## config.mk

```make
export PLATFORM = sky130hd
export DESIGN_NAME = fpu_divider
export DESIGN_NICKNAME = d
export VERILOG_FILES = /design/src/rtl/fpu_divider.sv
export SDC_FILE = /design/constraint.sdc
export NUM_CORES = 1
export LEC_CHECK = 0
export CAP_MARGIN = 30
export CORE_MARGIN = 3
export CORE_UTILIZATION = 38
export DETAILED_ROUTE_END_ITERATION = 8
export GPL_ROUTABILITY_DRIVEN = 0
export SLEW_MARGIN = 20
export SYNTH_ARGS = -nofsm -noshare
export SYNTH_HDL_FRONTEND = slang
export SYNTH_SLANG_ARGS = --single-unit
```

## constraint.sdc

```tcl
create_clock -name clk -period 10.12 [get_ports clk]
set_input_delay 2.024 -clock clk [delete_from_list [all_inputs] [get_ports clk]]
set_output_delay 2.024 -clock clk [all_outputs]
set_load 0.1 [all_outputs]
```

## src/rtl/fpu_divider.sv

```systemverilog
// Multi-cycle IEEE-754 single-precision divider: quotient = dividend / divisor.
// Optional FPU_STATUS_EN adds done/special status outputs.
module fpu_divider #(
  parameter int ITER = 27
) (
  input  logic        clk,
  input  logic        rst,
  input  logic [31:0] dividend,
  input  logic [31:0] divisor,
  output logic [31:0] quotient
`ifdef FPU_STATUS_EN
  ,
  output logic        done,
  output logic [3:0]  special
`endif
);
  localparam int MW = ITER + 1;  // quotient bits plus sticky
  localparam int CW = $clog2(ITER);

  typedef enum logic [2:0] {LOAD, CLASSIFY, NORM, DIV, ROUND, DONE} state_t;

  state_t             r_state;
  logic [31:0]        r_a, r_b, r_quot;
  logic               r_s;
  logic [23:0]        r_ma, r_mb, r_div;
  logic signed [9:0]  r_ea, r_eb, r_e;
  logic [24:0]        r_rem;
  logic [ITER-1:0]    r_q;
  logic [CW-1:0]      r_cnt;

  function automatic logic [4:0] lzc24(input logic [23:0] m);
    lzc24 = 5'd24;
    for (int i = 0; i < 24; i++)
      if (m[i]) lzc24 = 5'(23 - i);
  endfunction

  // Classification of the latched operands
  logic [7:0]  w_xa, w_xb;
  logic [22:0] w_fa, w_fb;
  logic        w_s, w_za, w_zb, w_ia, w_ib, w_nana, w_nanb;
  logic [3:0]  w_spc;
  logic [31:0] w_sres;
  always_comb begin
    w_xa   = r_a[30:23];
    w_xb   = r_b[30:23];
    w_fa   = r_a[22:0];
    w_fb   = r_b[22:0];
    w_s    = r_a[31] ^ r_b[31];
    w_za   = (w_xa == 8'h00) && (w_fa == 23'h0);
    w_zb   = (w_xb == 8'h00) && (w_fb == 23'h0);
    w_ia   = (w_xa == 8'hFF) && (w_fa == 23'h0);
    w_ib   = (w_xb == 8'hFF) && (w_fb == 23'h0);
    w_nana = (w_xa == 8'hFF) && (w_fa != 23'h0);
    w_nanb = (w_xb == 8'hFF) && (w_fb != 23'h0);
    w_spc  = 4'd0;
    w_sres = 32'h0;
    if (w_nana || w_nanb) begin
      w_spc = 4'd5; w_sres = 32'h7FC00000;
    end else if (w_za && w_zb) begin
      w_spc = 4'd3; w_sres = 32'h7FC00000;
    end else if (w_ia && w_ib) begin
      w_spc = 4'd4; w_sres = 32'h7FC00000;
    end else if (w_ia && w_zb) begin
      w_spc = 4'd6; w_sres = {w_s, 8'hFF, 23'h0};
    end else if (w_ia) begin
      w_spc = 4'd7; w_sres = {w_s, 8'hFF, 23'h0};
    end else if (w_zb) begin
      w_spc = 4'd2; w_sres = {w_s, 8'hFF, 23'h0};
    end else if (w_ib) begin
      w_spc = 4'd1; w_sres = {w_s, 31'h0};
    end else if (w_za) begin
      w_spc = 4'd8; w_sres = {w_s, 31'h0};
    end
  end

  // Leading-one normalize; pre-shift keeps the first quotient bit at 1
  logic [4:0]        w_lza, w_lzb;
  logic [23:0]       w_na, w_nb;
  logic signed [9:0] w_ean, w_ebn, w_e0;
  logic              w_pre;
  always_comb begin
    w_lza = lzc24(r_ma);
    w_lzb = lzc24(r_mb);
    w_na  = r_ma << w_lza;
    w_nb  = r_mb << w_lzb;
    w_ean = r_ea - $signed({5'b0, w_lza});
    w_ebn = r_eb - $signed({5'b0, w_lzb});
    w_pre = w_na < w_nb;
    w_e0  = w_ean - w_ebn + 10'sd127 - $signed({9'b0, w_pre});
  end

  logic        w_ge;
  logic [24:0] w_diff, w_rnext;
  always_comb begin
    w_ge    = r_rem >= {1'b0, r_div};
    w_diff  = r_rem - {1'b0, r_div};
    w_rnext = (w_ge ? w_diff : r_rem) << 1;
  end

  // Rounding with gradual underflow
  logic [MW-1:0]     w_m, w_mask, w_shm;
  logic [9:0]        w_sh;
  logic              w_sub, w_lost, w_g, w_st, w_up, w_ovf, w_unf;
  logic [24:0]       w_sum;
  logic signed [9:0] w_en;
  logic [31:0]       w_res;
  always_comb begin
    w_m    = {r_q, |r_rem};
    w_sub  = r_e <= 10'sd0;
    w_sh   = 10'd1 - r_e;
    w_mask = (MW'(1) << w_sh) - MW'(1);
    w_shm  = w_m;
    w_lost = 1'b0;
    if (w_sub) begin
      w_shm  = w_m >> w_sh;
      w_lost = |(w_m & w_mask);
    end
    w_g   = w_shm[MW-25];
    w_st  = (|w_shm[MW-26:0]) | w_lost;
    w_up  = w_g & (w_st | w_shm[MW-24]);
    w_sum = {1'b0, w_shm[MW-1:MW-24]} + {24'b0, w_up};
    w_en  = r_e + $signed({9'b0, w_sum[24]});
    w_ovf = !w_sub && (w_en >= 10'sd255);
    w_unf = w_sub && ((w_sh > 10'd25) || (w_sum == 25'd0));
    if (w_ovf)      w_res = {r_s, 8'hFF, 23'h0};
    else if (w_unf) w_res = {r_s, 31'h0};
    else if (w_sub) w_res = {r_s, 7'h0, w_sum[23:0]};
    else            w_res = {r_s, w_en[7:0], w_sum[22:0]};
  end

  always_ff @(posedge clk or negedge rst) begin
    if (!rst) begin
      r_state <= LOAD;
      r_a     <= '0;
      r_b     <= '0;
      r_quot  <= '0;
      r_s     <= 1'b0;
      r_ma    <= '0;
      r_mb    <= '0;
      r_div   <= '0;
      r_ea    <= '0;
      r_eb    <= '0;
      r_e     <= '0;
      r_rem   <= '0;
      r_q     <= '0;
      r_cnt   <= '0;
    end else begin
      case (r_state)
        LOAD: begin
          r_a     <= dividend;
          r_b     <= divisor;
          r_state <= CLASSIFY;
        end
        CLASSIFY: begin
          r_s <= w_s;
          if (w_spc != 4'd0) begin
            r_quot  <= w_sres;
            r_state <= DONE;
          end else begin
            r_ma    <= {w_xa != 8'h00, w_fa};
            r_mb    <= {w_xb != 8'h00, w_fb};
            r_ea    <= (w_xa == 8'h00) ? 10'sd1 : $signed({2'b0, w_xa});
            r_eb    <= (w_xb == 8'h00) ? 10'sd1 : $signed({2'b0, w_xb});
            r_state <= NORM;
          end
        end
        NORM: begin
          r_rem   <= w_pre ? {w_na, 1'b0} : {1'b0, w_na};
          r_div   <= w_nb;
          r_e     <= w_e0;
          r_q     <= '0;
          r_cnt   <= '0;
          r_state <= DIV;
        end
        DIV: begin
          r_rem <= w_rnext;
          r_q   <= {r_q[ITER-2:0], w_ge};
          r_cnt <= r_cnt + 1'b1;
          if (r_cnt == CW'(ITER - 1)) r_state <= ROUND;
        end
        ROUND: begin
          r_quot  <= w_res;
          r_state <= DONE;
        end
        default: r_state <= DONE;
      endcase
    end
  end

  assign quotient = r_quot;

`ifdef FPU_STATUS_EN
  logic       r_done;
  logic [3:0] r_code;
  always_ff @(posedge clk or negedge rst) begin
    if (!rst) begin
      r_done <= 1'b0;
      r_code <= 4'd0;
    end else if (r_state == CLASSIFY && w_spc != 4'd0) begin
      r_done <= 1'b1;
      r_code <= w_spc;
    end else if (r_state == ROUND) begin
      r_done <= 1'b1;
      r_code <= w_ovf ? 4'd9 : (w_unf ? 4'd10 : 4'd0);
    end
  end
  assign done    = r_done;
  assign special = r_code;
`endif
endmodule

```

# After elaboration in Yosys (flattened, before gate mapping)
# Index checks and enable logic that the tools add are counted.
# op_classes
n_eq_ne	9
muxes	81
shift	4
bitwise	6
magnitude_cmp	5
add_sub_neg	11
n_reduce_logical	32
# ops
op	n
$mux W32	9
$mux W5	46
$mux W31	3
$pmux W32 S2	1
$pmux W27 S2	1
$pmux W25 S2	1
$shl A24 B5 Y24	2
$logic_not A23 Y1	2
$reduce_bool A23 Y1	2
$mux W4	10
$and A28 B28 Y28	1
$mux W28	1
$reduce_or A28 Y1	1
$shl A1 B10 Y28 const A	1
$shr A28 B10 Y28	1
$sub A28 B2 Y28 const B	1
$add A24 B1 Y25	1
$ge A25 B24 Y1	1
$logic_not A25 Y1	1
$mux W25	1
$reduce_or A25 Y1	1
$lt A24 B24 Y1	1
$mux W24	1
$sub A24 B24 Y24	1
35 further kinds	57
# totals
ff_bits	259
word_cells	162
input_bits	66

# Longest topological paths before layout
# Gate-level depths: netlist (run 1).
# depth
ltp_word	28
ltp_mapped	39

# Worst setup path after synthesis (run 1)
# Ideal clock, no wire load.
# synth_timing
path_type	reg2reg
from	register r_mb[2]
to	register r_e[9]
slack_ns	2.478
required_time_ns	10.010
setup_ns	0.110
arrival_time_ns	7.531
path_stages_with_launch	37
path_buffers	2
cell_sequence	dfrtp_1 > o31ai_1 > a211oi_1 > nor3_1 > o31ai_1 > a211oi_1 > o31a_1 > buf_2 > mux4_2 > mux2i_1 > nor2_1 > a21oi_1 > ha_1 > a21o_1 > a21o_1 > a21o_1 > a21o_1 > a21o_1 > a21o_1 > a21oi_1 > nor3_1 > nor3_2 > buf_2 > inv_1 > fa_1 > fa_1 > inv_1 > fa_1 > inv_1 > ha_1 > fa_1 > a21o_1 > a21o_1 > a21o_1 > a21oi_1 > nor2b_1 > o41ai_1
# synth_between
elab_chain_len	26
elab_cells_between_ends	28
# synth_rtl
item	line	rtl
start: declaration	25	logic [23:0] r_ma, r_mb, r_div;
start signal: assignment	161	r_mb <= {w_xb != 8'h00, w_fb};
$mux W5 (22 in series)	34	if (m[i]) lzc24 = 5'(23 - i);
$sub A10 B6 Y10	87	w_ebn = r_eb - $signed({5'b0, w_lzb});
$sub A10 B10 Y10	89	w_e0 = w_ean - w_ebn + 10'sd127 - $signed({9'b0, w_pre});
$add A10 B8 Y10	89	
$sub A10 B2 Y10 *	89	
end signal: assignment	170	r_e <= w_e0;
end: declaration	26	logic signed [9:0] r_ea, r_eb, r_e;
# Mark *: on every way between the ends. The rest lies on a longest branch, timed or not.
# A chain may end at the register's enable or synchronous reset.

# Final worst setup path (run 1)
# layout_timing
from	register r_ma[5]
to	register r_e[9]
# layout_between
elab_chain_len	23
elab_cells_between_ends	25
# layout_rtl
item	line	rtl
start: declaration	25	
start signal: assignment	160	r_ma <= {w_xa != 8'h00, w_fa};
$mux W5 (19 in series)	34	
$sub A10 B6 Y10	86	w_ean = r_ea - $signed({5'b0, w_lza});
$sub A10 B10 Y10	89	
$add A10 B8 Y10	89	
$sub A10 B2 Y10 *	89	
# Marks and branches as above.

==> results.txt, run 1 <==
Drt first pass iters = 6
Worst Skew = 11.7 ps
First-pass GRT wire length = 91.0 mm
Die X = 232 µm
# IOs = 98
Crit-path max cell delay = 500 ps
Post-DP HPWL = 41.3 mm
Placed insts = 2810
Drt via density = 6.01
Status = completed
Area grow syn2layout = 13.0%
Core area = 50300 µm²
Dpl cell area = 20900 µm²
Clock Latency Late Sink = 570 ps
Finished Layout Cells = 2868
Top post-synthesis cells by area = dfrtp_1, mux2_2, ha_1, nand2_1, mux2i_1
Total number of vias = 17200
Period minus WS final = 8580 ps
Inserted Diodes = 0
Cell count after synthesis = 2153
Main flop type after synthesis = dfrtp_1
Startpoint types = register
Hold Violations, Final = 0
Iteration-0 DRC count of the detailed router = 1777
Slew Limit Fails = 0
CP Data Required Time = 10570 ps
Endpoints failing setup = 0
Setup CP Type = register to register
Post-CTS Hold Fix Bufs = 0
DRC = 0
Total gr overflow = 0
ANT nets after route = 0
WL final = 57.0 mm
# rows = 82
Nets@finish = 2324
Initial antenna violation count = 2
DIE AREA = 53800 µm²
Tcrit/Tclk final = 0.847
Setup Buffers After CTS = 0
Number of synthesized register bits = 255
Synth Area per Inst = 9.02 µm²
Share of flip-flops with an asynchronous set or reset = 1.00
Inserted Clock Buffers = 29
Fillers = 4927
Top cell type's share of synthesized area = 0.329
Total negative setup slack = 0 ps
R2R depth = 34
Critical path arrival = 9030 ps
Sequential area share after synthesis = 0.329
RR Endpoint = r_e[9]$_DFFE_PN0P_
Top cell type by total area after synthesis = dfrtp_1
RR Startpoint = r_ma[5]$_DFFE_PN0P_
H-tree Lvls = 1
Worst-margin pin slew = 1020 ps
Slowest-stage cell, CP = fa_1
Share of layout cells above drive strength 1 = 0.147
Vias in the first global route = 16200
Reg2reg setup slack = 1540 ps
Count of cells along the worst hold path = 2
IO Port Bufs = 97
Most common library cells after synthesis = dfrtp_1, nand2_1, nor2_1, mux2_2, o21ai_0
Worst Hold Class = register to register
Total number of yosys warnings = 0
Pin count of the biggest net entering global routing = 120
Drt wl/cell = 19.9 µm
Top-count cell post-synth = dfrtp_1
Fmax = 0.117 GHz
Worst setup startpoint = r_ma[5]$_DFFE_PN0P_
CTS root buffer = clkbuf_16
Post-cts gate resize count = 0
TritonCTS clock tree = built
DIE HEIGHT = 232 µm
Fin area = 21900 µm²
Clock buffer depth = 3
Most frequent CP cell = a21o_1
Slew HR = 0.317
Sink Count = 255
CP max FO = 11
WHS Endpoint = r_div[8]$_DFFE_PN0P_
Initial Utilization = 0.386
Max cap viols = 0
Netlist cell types = 96
RSZ-0062 raised after global routing = false
Syn_nets = 2303
Cell Area, Synth = 19400 µm²
Clock-pin slew on the worst setup and hold paths = 60 ps
Number of synthesized flops with an enable pin = 0
Tot GR Track Use = 0.206
Critical path capture point type = register
HP Start = r_div[8]$_DFFE_PN0P_
metrics by stage:
step                      setup WS [ps]  hold slack [ps]  utilization
final                              1540              481        0.436
after floorplan                    2480              450            -
after CTS                          1680              488        0.435
after global routing                929              512        0.436
after detailed placement           1700              474        0.415
after global placement             1890              468        0.415
worst max-delay path by stage:
stage,cells past startpoint,to,slack (ps)
detailed placement,34,r_e[9]$_DFFE_PN0P_,1700
floorplan,36,r_e[9]$_DFFE_PN0P_,2480
CTS,34,r_e[9]$_DFFE_PN0P_,1680
finish,34,r_e[9]$_DFFE_PN0P_,1540
global route,34,r_e[9]$_DFFE_PN0P_,930
global placement,34,r_e[9]$_DFFE_PN0P_,1890
cell families after synthesis:
| group | count (synthesis) | synth area share |
|---|---|---|
| and+or+nand+nor | 696 | 0.173 |
| buffers and inverters | 246 | 0.0523 |
| muxes | 267 | 0.167 |
| DFF | 255 | 0.329 |
| AOI/OAI and AO/OA | 553 | 0.195 |
| xor gates and xnor gates | 52 | 0.0248 |
| adders and majority gates | 84 | 0.0592 |
state kept, by name, indices dropped and copies added (netlist names):
| signal | flops |
|---|---|
| quotient | 32 |
| r_q | 27 |
| r_a | 32 |
| r_ea | 8 |
| r_div | 24 |
| r_ma | 24 |
| r_state | 3 |
| r_e | 10 |
| r_cnt | 5 |
| r_mb | 24 |
| r_s | 1 |
| r_rem | 25 |
| r_b | 32 |
| r_eb | 8 |
layout by cell type, fill, tap and decap left out, types with 16 or more instances in the layout:
master / netlist / routed
clkdlybuf4s50_1: 0 / 96
dfrtp_1: 255 / 254
nand4_1: 23 / 23
a22o_1: 35 / 35
clkbuf_16: 0 / 29
mux2_2: 152 / 152
nor2b_1: 17 / 16
nand3_1: 61 / 61
a21o_1: 31 / 31
a21oi_1: 105 / 105
ha_1: 71 / 71
nand2_1: 235 / 234
buf_4: 5 / 28
nor2_1: 162 / 161
a31oi_1: 21 / 20
nor3_1: 49 / 47
xnor2_1: 29 / 29
a211oi_1: 16 / 16
and2_1: 17 / 17
a22oi_1: 21 / 21
mux4_2: 30 / 30
xor2_1: 21 / 21
o21ai_0: 123 / 123
mux2i_1: 85 / 85
inv_1: 98 / 98
nor4_1: 35 / 35
o211ai_1: 32 / 32
critical path, delay by kind of cell (launching register included):
kind	cells	cell delay, ps
AOI/OAI and AO/OA	19	3880
adders and majority gates	6	2330
and+or+nand+nor	5	1330
buffers and inverters	4	500
DFF	1	440
cell type report:
type | count | area, µm² | area share
Timing Repair Buffer | 131 | 1270 | 0.0578
Clock inverter | 11 | 169 | 0.00770
Clock buffer | 42 | 835 | 0.0380
Tap cell | 672 | 841 | 0.0383
Sequential cell | 255 | 6380 | 0.291
Inverter | 105 | 394 | 0.0180
Multi-Input combinational cell | 1652 | 12100 | 0.549
metal layers:
layer  track usage  up-vias  wire [µm]
li1              -     7972          -
met1         0.297     8431      25800
met2         0.314      717      25200
met3        0.0361      112       4310
met4        0.0651        4       1730
met5             0        -         28
Power of run 1 is not shown: default switching activity piles up to over one toggle a cycle in this logic, so the estimate is an artifact.
==> run 2, diff against run 1 <==
- clock period: 10.12 -> 8.6 ns (I/O delays scaled with it)
==> run 2 against run 1 <==
Compared with the run above: first-iteration DRC count is 2.1% higher; final area up 0.33%; setup slack got worse by 1000 ps; clock skew rose by 3.8 ps; global-route usage about the same; hold slack worse by 5.1 ps; critical path type unchanged.
==> results.txt, run 2 (synthesis results as in run 1) <==
Status = completed
CP Data Required Time = 9070 ps
Total gr overflow = 0
Sink Count = 255
H-tree Lvls = 1
WL final = 56.8 mm
Total negative setup slack = 0 ps
Fmax = 0.124 GHz
Vias in the first global route = 16300
CTS root buffer = clkbuf_16
Inserted Clock Buffers = 30
Nets@finish = 2337
Die X = 232 µm
Share of layout cells above drive strength 1 = 0.155
Pin count of the biggest net entering global routing = 138
Area grow syn2layout = 13.4%
Reg2reg setup slack = 530 ps
Clock-pin slew on the worst setup and hold paths = 60 ps
TritonCTS clock tree = built
Setup CP Type = register to register
Worst Skew = 15.5 ps
Most frequent cells in the layout = dfrtp_1, nand2_1, nor2_1
Finished Core Util = 0.438
Iteration-0 DRC count of the detailed router = 1814
Critical path arrival = 8540 ps
DIE HEIGHT = 232 µm
Clock Latency Late Sink = 580 ps
ANT nets after route = 0
Worst Hold Class = register to register
CP delay by family, top = compound AO/OA/AOI/OAI gates
IO Port Bufs = 97
Worst-margin pin slew = 1030 ps
Clock buffer depth = 3
Crit-path max cell delay = 520 ps
Initial Utilization = 0.386
Tot GR Track Use = 0.206
Drt first pass iters = 8
Total number of vias = 17200
Initial antenna violation count = 1
M1 WL = 25.7 mm
Post-DP HPWL = 41.3 mm
Most frequent CP cell = a21o_1
Max cap viols = 0
Most common cell after layout, fill and taps aside = dfrtp_1
DRC = 0
DIE AREA = 53800 µm²
Drt wl/cell = 19.7 µm
Tcrit/Tclk final = 0.939
Slew HR = 0.315
# IOs = 98
Drt via density = 5.97
Period minus WS final = 8070 ps
Slew Limit Fails = 0
DR WL met3 = 4.44 mm
Critical path capture point type = register
CP max FO = 8
Finished Layout Cells = 2877
RSZ-0062 raised after global routing = false
Critical path buffers and inverters = 4
Core area = 50300 µm²
Placed insts = 2819
Slowest-stage cell, CP = mux4_2
WL met2 = 25.0 mm
Startpoint types = register
First-pass GRT wire length = 91.1 mm
Hold Violations, Final = 0
# rows = 82
Inserted Diodes = 0
Endpoints failing setup = 0
Highest routed layer = met5
==> run 2: cell types whose count changed in the layout (fill, tap and decap cells not counted), moves of 2 or more <==
cell,previous run,this run
a21oi_2,0,2
clkbuf_16,29,31
clkinvlp_4,1,3
a21oi_1,105,103
buf_4,28,43
o21a_1,12,10
o21a_2,0,2
clkbuf_8,6,3
==> run 2: through the flow <==
step | hold WS, ps | setup slack [ps] | instance area (µm²)
after global placement | 468 | 475 | 20900
final | 476 | 526 | 22000
after detailed placement | 471 | 371 | 21000
after CTS | 484 | 350 | 21900
after floorplan | 450 | 958 | 19400
after global routing | 498 | 2.40 | 22000
==> run 2: worst reg2reg max path, delay by kind of cell (launching register included) <==
| kind | cells | cell delay (ps) |
|---|---|---|
| fa+ha+maj | 6 | 2300 |
| mux | 2 | 770 |
| simple gates | 5 | 710 |
| compound gates | 17 | 3310 |
| buf+inv | 4 | 400 |
| flops | 1 | 470 |
==> run 2: cell type report <==
type / count / area (µm²)
Fill cell: 4954 / 28300
Multi-Input combinational cell: 1652 / 12100
Sequential cell: 255 / 6380
Timing Repair Buffer: 143 / 1350
Tap cell: 672 / 841
Clock buffer: 40 / 840
Inverter: 105 / 402
Clock inverter: 10 / 135
==> run 2: repair_timing <==
action / 4_1_cts / 5_1_grt
buffers inserted: 0 / 7
gates resized for setup: 0 / 8
setup endpoints to repair: 0 / 3
hold buffers: 0 / 0
==> run 2: worst paths after layout <==
path / cells after the start / endpoint / startpoint
max: 34 / r_e[9]$_DFFE_PN0P_ / r_mb[2]$_DFFE_PN0P_
max in group asynchronous: 2 / quotient[19]$_DFFE_PN0P_ / rst
min reg2reg: 2 / r_div[12]$_DFFE_PN0P_ / r_div[12]$_DFFE_PN0P_
max reg2reg: 34 / r_e[9]$_DFFE_PN0P_ / r_mb[2]$_DFFE_PN0P_
min in group asynchronous: 1 / r_mb[4]$_DFFE_PN0P_ / rst
min: 2 / r_div[12]$_DFFE_PN0P_ / r_div[12]$_DFFE_PN0P_
==> run 2: layer usage <==
layer  vias to the layer above  track usage
li1                       8018            -
met1                      8319        0.300
met2                       718        0.312
met3                       113       0.0348
met4                         2       0.0625
met5                         -            0
Power of run 2 is left out for the same reason.
==> run 3, diff against run 2 <==
- PLACE_DENSITY_LB_ADDON: unset -> 0.12
==> run 3 against run 2 <==
Compared with the run above: sequential share of layout area is 0.24 points lower; core utilization grew 0.37 points; non-clock buffer count rose by 3; clock skew is 2.7 ps lower; setup slack lost 110 ps; routed wire length increased by 5.6%; critical path type unchanged.
==> results.txt, run 3 (synthesis results as in run 1) <==
Hold Violations, Final = 0
H-tree Lvls = 2
Iteration-0 DRC count of the detailed router = 1532
Multi-input logic area = 12100 µm²
Worst Skew = 12.8 ps
DRC = 0
Post-CTS Hold Fix Bufs = 0
Drt via density = 5.88
IO Port Bufs = 97
RSZ-0062 raised after global routing = false
Clock Latency Late Sink = 550 ps
Clock-pin slew on the worst setup and hold paths = 60 ps
# rows = 82
Post-DP HPWL = 43.7 mm
Most frequent CP cell = a21o_1
DIE HEIGHT = 232 µm
Nets@finish = 2344
Pin count of the biggest net entering global routing = 117
Setup CP Type = register to register
Area grow syn2layout = 14.4%
CP delay by family, top = compound AO/OA/AOI/OAI gates
Sink Count = 255
Total negative setup slack = 0 ps
Drt first pass iters = 7
Die X = 232 µm
TritonCTS clock tree = built
Most frequent cells in the layout = dfrtp_1, nand2_1, nor2_1
First-pass GRT wire length = 94.8 mm
Vias in the first global route = 16400
Worst Hold Class = register to register
Tot GR Track Use = 0.220
Initial Utilization = 0.386
Critical path arrival = 8620 ps
Tcrit/Tclk final = 0.952
Initial antenna violation count = 0
Slew Limit Fails = 0
Status = completed
Share of layout cells above drive strength 1 = 0.160
Worst hold margin = 482 ps
Period minus WS final = 8180 ps
Total gr overflow = 0
Fmax = 0.122 GHz
Critical path capture point type = register
Startpoint types = register
Max cap viols = 0
Inserted Diodes = 0
DIE AREA = 53800 µm²
Reg area = 6380 µm²
Slew HR = 0.329
WL final = 60.0 mm
CTS root buffer = clkbuf_16
Slowest-stage cell, CP = fa_1
Worst-margin pin slew = 1000 ps
# IOs = 98
Endpoints failing setup = 0
Drt wl/cell = 20.8 µm
CP Data Required Time = 9040 ps
Fillers = 5004
Total number of vias = 17000
Crit-path max cell delay = 500 ps
Critical path buffers and inverters = 5
CP max FO = 8
Clock buffer depth = 3
Inserted Clock Buffers = 34
Most common cell after layout, fill and taps aside = dfrtp_1
ANT nets after route = 0
Core area = 50300 µm²
run 3: cell types whose count changed in the layout (fill, tap and decap cells not counted), moves of 2 or more:
cell / delta
clkbuf_8: +5
clkbuf_16: +3
bufinv_16: -2
clkbuf_1: -2
inv_6: +2
o21a_1: +2
o21a_2: -2
run 3: per-layer routing:
layer | vias up | global-route usage | wire length (µm)
li1 | 8024 | - | -
met1 | 8282 | 0.313 | 27800
met2 | 587 | 0.334 | 26400
met3 | 106 | 0.0418 | 3870
met4 | 0 | 0.0732 | 1820
met5 | - | 0 | 0
run 3: worst min-delay path, delay by kind of cell, from the launching register on:
family | cells | cell delay (ps)
and+or+nand+nor | 1 | 50
DFF | 1 | 350
AOI/OAI and AO/OA | 1 | 60
run 3: repair_timing:
item	CTS	global route
gates resized for setup	0	7
setup buffers	0	3
endpoints found under the setup margin	0	3
run 3: worst paths after layout:
kind / from / endpoint / slack (ps) / cells after the start
hold reg to reg: r_div[6]$_DFFE_PN0P_ / r_div[6]$_DFFE_PN0P_ / 480 / 2
setup / recovery: r_ma[5]$_DFFE_PN0P_ / r_e[9]$_DFFE_PN0P_ / 420 / 35
setup reg to reg: r_ma[5]$_DFFE_PN0P_ / r_e[9]$_DFFE_PN0P_ / 420 / 35
min in group asynchronous: rst / r_div[7]$_DFFE_PN0P_ / 1270 / 1
hold / removal: r_div[6]$_DFFE_PN0P_ / r_div[6]$_DFFE_PN0P_ / 480 / 2
max in group asynchronous: rst / r_e[1]$_DFFE_PN0P_ / 5940 / 3
run 3: stage by stage:
stage	cell area, µm²	std cells	util	setup WS, ps
final	22200	2890	0.442	416
after global routing	22200	2890	0.442	0.934
after CTS	22100	2883	0.440	310
after detailed placement	21000	2823	0.417	341
after global placement	21000	2822	0.417	542
after floorplan	19400	2153	-	958
run 3: final cells by class:
type	count	area share
sequential	255	0.288
timing repair buffer	146	0.0625
clock buffer	46	0.0440
inverter	105	0.0178
multi-input combinational	1652	0.544
clock inverter	14	0.00648
tap	672	0.0379
Power of run 3 is left out for the same reason.
